===== src/rtl/voice_alloc.sv =====
// ---------------------------------------------------------------------------
// voice_alloc
//   Polyphonic voice allocator. Decoded note-on / note-off events are mapped
//   onto VOICES voices. A note-on goes to the lowest voice already holding
//   that note (retrigger), else to the lowest free voice, else the least-
//   recently-assigned voice is stolen. All outputs are registered, so each
//   response appears one clock after the event is sampled.
//
// Ports
//   clk, rst     clock, synchronous active-high reset
//   ce           event enable; inputs are sampled only when ce=1
//   note_on      note-on flag
//   note_off     note-off flag (wins over note_on; covers vel-0 note-on)
//   note_num     7-bit note number of the event
//   note_vel     7-bit velocity of the event
//   voice_gate   per-voice gate (1 = key held)
//   voice_note   packed per-voice note, voice v at [7v+6:7v]
//   voice_vel    packed per-voice velocity, voice v at [7v+6:7v]
//   voice_trig   one-clock pulse on the voice that was (re)assigned
//   steal        one-clock pulse when a gated voice was stolen
//   active_cnt   number of gated voices
// ---------------------------------------------------------------------------
module voice_alloc #(
   parameter int VOICES = 4,
   parameter int VIDX_W = 2
) (
   input  logic                  clk,
   input  logic                  rst,
   input  logic                  ce,
   input  logic                  note_on,
   input  logic                  note_off,
   input  logic [6:0]            note_num,
   input  logic [6:0]            note_vel,
   output logic [VOICES-1:0]     voice_gate,
   output logic [7*VOICES-1:0]   voice_note,
   output logic [7*VOICES-1:0]   voice_vel,
   output logic [VOICES-1:0]     voice_trig,
   output logic                  steal,
   output logic [VIDX_W:0]       active_cnt
);

   typedef logic [VIDX_W-1:0] vidx_t;

   // Per-voice state. age is an LRU rank: 0 = most recently assigned,
   // VOICES-1 = steal candidate. The ranks always form a permutation.
   logic [6:0] note_q [VOICES];
   logic [6:0] vel_q  [VOICES];
   vidx_t      age_q  [VOICES];

   logic [6:0]        note_nxt [VOICES];
   logic [6:0]        vel_nxt  [VOICES];
   vidx_t             age_nxt  [VOICES];
   logic [VOICES-1:0] gate_nxt;
   logic [VOICES-1:0] trig_nxt;
   logic              steal_nxt;
   logic [VIDX_W:0]   cnt_nxt;

   logic              ev_on;
   logic              ev_off;
   logic [VOICES-1:0] match;
   vidx_t             tgt;
   logic              found;
   logic              do_steal;

   // note_off has priority so a velocity-0 note-on releases the note.
   assign ev_off = ce & note_off;
   assign ev_on  = ce & note_on & ~note_off;

   for (genvar g = 0; g < VOICES; g++) begin : g_pack
      assign voice_note[7*g +: 7] = note_q[g];
      assign voice_vel [7*g +: 7] = vel_q[g];
   end

   // Target search: matching gated voice, then lowest free, then oldest.
   always_comb begin
      // NOTE: every signal written here gets a default first so no path
      // leaves it unassigned, which would otherwise infer a latch.
      match    = '0;
      tgt      = '0;
      found    = 1'b0;
      do_steal = 1'b0;
      for (int v = 0; v < VOICES; v++)
         match[v] = voice_gate[v] && (note_q[v] == note_num);
      for (int v = 0; v < VOICES; v++) begin
         if (!found && match[v]) begin
            tgt   = vidx_t'(v);
            found = 1'b1;
         end
      end
      for (int v = 0; v < VOICES; v++) begin
         if (!found && !voice_gate[v]) begin
            tgt   = vidx_t'(v);
            found = 1'b1;
         end
      end
      if (!found) begin
         do_steal = 1'b1;
         for (int v = 0; v < VOICES; v++)
            if (age_q[v] == vidx_t'(VOICES-1))
               tgt = vidx_t'(v);
      end
   end

   // Next-state computation for all voices.
   always_comb begin
      gate_nxt  = voice_gate;
      note_nxt  = note_q;
      vel_nxt   = vel_q;
      age_nxt   = age_q;
      trig_nxt  = '0;
      steal_nxt = 1'b0;
      cnt_nxt   = '0;
      if (ev_off) begin
         // Note and velocity stay put so the envelope can release on them.
         for (int v = 0; v < VOICES; v++)
            if (match[v])
               gate_nxt[v] = 1'b0;
      end else if (ev_on) begin
         gate_nxt[tgt] = 1'b1;
         note_nxt[tgt] = note_num;
         vel_nxt[tgt]  = note_vel;
         trig_nxt[tgt] = 1'b1;
         steal_nxt     = do_steal;
         // Move the target to rank 0; only voices younger than it shift
         // down, so the ranks remain a permutation.
         for (int v = 0; v < VOICES; v++) begin
            if (vidx_t'(v) == tgt)
               age_nxt[v] = '0;
            else if (age_q[v] < age_q[tgt])
               age_nxt[v] = age_q[v] + vidx_t'(1);
         end
      end
      for (int v = 0; v < VOICES; v++)
         cnt_nxt = cnt_nxt + (VIDX_W+1)'(gate_nxt[v]);
   end

   // NOTE: state registers use non-blocking assignments so every flop
   // samples the pre-edge values, independent of statement order.
   always_ff @(posedge clk) begin
      if (rst) begin
         voice_gate <= '0;
         voice_trig <= '0;
         steal      <= 1'b0;
         active_cnt <= '0;
         // NOTE: the per-voice note/velocity arrays are reset too, because
         // they are visible outputs with a defined post-reset value.
         for (int v = 0; v < VOICES; v++) begin
            note_q[v] <= '0;
            vel_q[v]  <= '0;
            age_q[v]  <= vidx_t'(v);
         end
      end else begin
         voice_gate <= gate_nxt;
         voice_trig <= trig_nxt;
         steal      <= steal_nxt;
         active_cnt <= cnt_nxt;
         note_q     <= note_nxt;
         vel_q      <= vel_nxt;
         age_q      <= age_nxt;
      end
   end

endmodule


===== config.mk =====
export PLATFORM = sky130hd
export DESIGN_NAME = voice_alloc
export DESIGN_NICKNAME = d
export VERILOG_FILES = /design/src/rtl/voice_alloc.sv
export SDC_FILE = /design/constraint.sdc
export NUM_CORES = 1
export LEC_CHECK = 0
export BUFFER_PORTS_ARGS = -buffer_cell sky130_fd_sc_hd__clkbuf_2
export CORE_ASPECT_RATIO = 0.7
export CORE_MARGIN = 10
export CORE_UTILIZATION = 40
export DETAILED_ROUTE_END_ITERATION = 16
export PLACE_DENSITY_LB_ADDON = 0.05
export SLEW_MARGIN = 20
export SYNTH_ARGS = -nofsm -noshare
export SYNTH_HDL_FRONTEND = slang
export SYNTH_SLANG_ARGS = --single-unit

===== constraint.sdc =====
create_clock -name clk -period 6.3 [get_ports clk]
set_clock_uncertainty 0.1 [all_clocks]
set_input_delay 0.315 -clock clk [delete_from_list [all_inputs] [get_ports clk]]
set_output_delay 0.315 -clock clk [all_outputs]
set_load 0.01 [all_outputs]

==> reports/qor.yml <==
cells_and_area:
  area_delta_synth_final_pct: 22.3
  nFillCells: 894
  stdcell_area_sq_um: 4440
  layout.nets: 555
  layout-drive-gt1-share_pct: 21.6
  layoutNonFillerInstCount: 653
  diodes: 0
detailed_routing:
  vias: 3479
  routedWlPerCell_microns: 18.1
  dr.pass1.iters: 4
  via_per_inst: 5.33
  drcViolationCount: 0
  drt_iter0_drc: 278
  route.antenna.remaining_nets: 0
  wirelength_microns: 11800
timing:
  final.setup.worst_slack_ns: 2.26
  max_freq_mhz: 248
  hold_violations: 0
  period_share_pct: 64.0
  drv_slew: 0
  rsz0062_at_grt: "false"
  fin_hold_ws_ns: 0.143
  setup_viol: 0
  worstMarginPinSlew_ns: 0.903
  relSlewSlack_pct: 39.0
  period_minus_slack_ns: 4.04
  tns_ns: 0
global_routing:
  grt_max_degree: 77
  track_usage_pct: 17.9
  grt_pass1_vias: 3523
  grt_pass1_wl_microns: 19100
  antenna_found_initial: 0
  globalRouteOverflowTotal: 0
floorplanning:
  rows: 28
  dieArea_sq_um: 13300
  die_y_microns: 99.7
  start_util_pct: 41.9
  pin_count: 87
  die_x_microns: 134
  core-area_sq_um: 8650
worst_setup_path:
  r2r_end: "active_cnt[1]$_SDFF_PP0_"
  critPathCaptureType: "register"
  crit_start: "voice_note[21]$_SDFFE_PP0P_"
  cp.required_ns: 6.39
  worst_ep_arrival_time_ns: 4.13
  cp_max_fo: 15
  worstReg2RegStart: "voice_note[21]$_SDFFE_PP0P_"
  crit_type: "reg2reg"
  reg2reg_slack_ns: 2.26
  critPathLaunchType: "register"
  reg2reg_depth: 14
logic_synthesis:
  synthArstFlopShare_pct: 0
  ys_top_cells_by_area: "dfxtp_1 42%, nand2_1 13%, a21oi_1 9.5%, xor2_1 4.8%, nor2_1 2.8%"
  synthFlopType: "dfxtp_1"
  synth_area_sq_um: 3630
  synth_cells: 454
  synth_most_common_cell: "nand2_1"
  synthMuxAreaShare_pct: 1.72
  yosysWarnings: 0
  synthesis.nets: 480
  yosysSeqAreaShare_pct: 41.9
  synth_top_family_by_area: "simple AND/OR/NAND/NOR gates"
  synth_xor_area_share_pct: 6.76
  yosys.area_share.simple_pct: 23.9
  synth-compound-area-share_pct: 18.1
  synthAdderAreaFrac_pct: 2.93
  ys_types: 50
  yosysTopAreaCell: "dfxtp_1"
  synth_common_cells: "127 x nand2_1, 76 x dfxtp_1, 69 x a21oi_1, 27 x nor2_1, 20 x xor2_1"
  ys_ff_latch: 76
  synth_edf_count: 0
  avgSynthCellArea_sq_um: 7.99
  synth_top_area_share_pct: 41.9
clock_tree:
  cts_resized: 0
  cts.sink_count: 76
  h-tree-depth: 3
  tritoncts: "yes"
  insertion_delay_ns: 0.33
  clk_pin_slew_ns: 0.06
  post-cts-setup-buffers: 0
  cts_buffers: 9
  clk_path_buf_depth: 2
  cts-root-buf: "clkbuf_16"
  postCtsHoldBufs: 0
power:
  p_leak_nw: 1.81
  p_per_area_nw_per_um2: 251
  vdd_drop_max_mv: 0.167
place:
  post-place-cells: 638
  place_ws_ns: 2.12
  placed_cell_area_sq_um: 4120
  dpl.hpwl_microns: 8530
  gp_congestion: 0.978
  portBuffers: 86
min_path:
  hold-path-cell-count: 3
  hold_path_end: "voice_vel[13]$_SDFFE_PP0P_"
  hp-start: "note_vel[6]"
  hold_path.class: "in2reg"
outcome:
  status: "finished, final reports clean"
job:
  drv_cap: 0
area by class of cell:
cell class / instances / area [sq um] / share of cell area, %
tap: 120 / 150 / 3.39
clock buffer: 11 / 243 / 5.47
multi-input combinational: 340 / 1940 / 43.7
timing repair buffer: 91 / 468 / 10.6
clock inverter: 4 / 73.8 / 1.66
inverter: 11 / 41.3 / 0.931
sequential: 76 / 1520 / 34.3
worst max path at each step:
| stage | endpoint | slack, ns | cells after the start |
|---|---|---|---|
| 2_1_floorplan | active_cnt[1]$_SDFF_PP0_ | 2.77 | 15 |
| 3_3_place_gp | active_cnt[1]$_SDFF_PP0_ | 2.16 | 14 |
| 3_5_place_dp | active_cnt[1]$_SDFF_PP0_ | 2.12 | 15 |
| 4_1_cts | active_cnt[1]$_SDFF_PP0_ | 2.32 | 12 |
| 5_1_grt | active_cnt[1]$_SDFF_PP0_ | 1.96 | 12 |
| 6_report | active_cnt[1]$_SDFF_PP0_ | 2.26 | 14 |
registers in the layout (all words and copies together) (netlist names):
register	cells
active_cnt	3
steal	1
voice_gate	4
voice_trig	4
voice_note	28
voice_vel	28
age_q	8
report_power, final:
group	internal (mW)	switching, mW
logic	0.0234	0.0487
registers	0.486	0.00478
clock network	0.355	0.195
total	0.865	0.248
cell usage in the layout, fill, tap and decap left out, types with 5 or more instances in the layout:
cell type  instances
nor2_1            27
o22ai_1            5
nor3_1             6
buf_4              5
nand4_1            6
xor2_1            20
clkbuf_16          9
ha_1               6
inv_1             11
nand2_1          127
a21oi_1           69
dfxtp_1           76
clkbuf_2          86
xnor2_1            8
through the flow:
stage / util [%] / total power [mW]
floorplan: - / 0.548
global placement: 47.6 / 0.574
detailed placement: 47.6 / 0.573
CTS: 51.3 / 1.12
global route: 51.3 / 1.15
finish: 51.3 / 1.11
routing by layer:
layer	vias to the layer above	wire (microns)	GRT usage (%)
met5	-	0	0
met4	0	136	4.17
met3	20	1260	7.74
met2	128	5140	27.8
met1	1630	5270	22.4
li1	1701	-	-
cell families after synthesis:
logic type | count (synthesis)
AO/OA/AOI/OAI | 106
XOR/XNOR | 28
buffers and inverters | 38
adder cells (fa/ha/maj) | 8
flip-flops | 76
AND/OR/NAND/NOR | 192
multiplexers | 6
critical path, stage by stage, from the launching register on:
cell and delay, ns:
dfxtp_1 0.35, xor2_1 0.20, nor4_4 0.32, nand2_1 0.22
a41o_1 0.31, nor2_1 0.61, nand2_1 0.16, nor2_1 0.12
buf_4 0.26, a21oi_1 0.11, fa_1 0.53, inv_1 0.05
ha_1 0.17, ha_1 0.26, nor2b_1 0.12
Note: power is estimated with default switching activity, not from simulation.
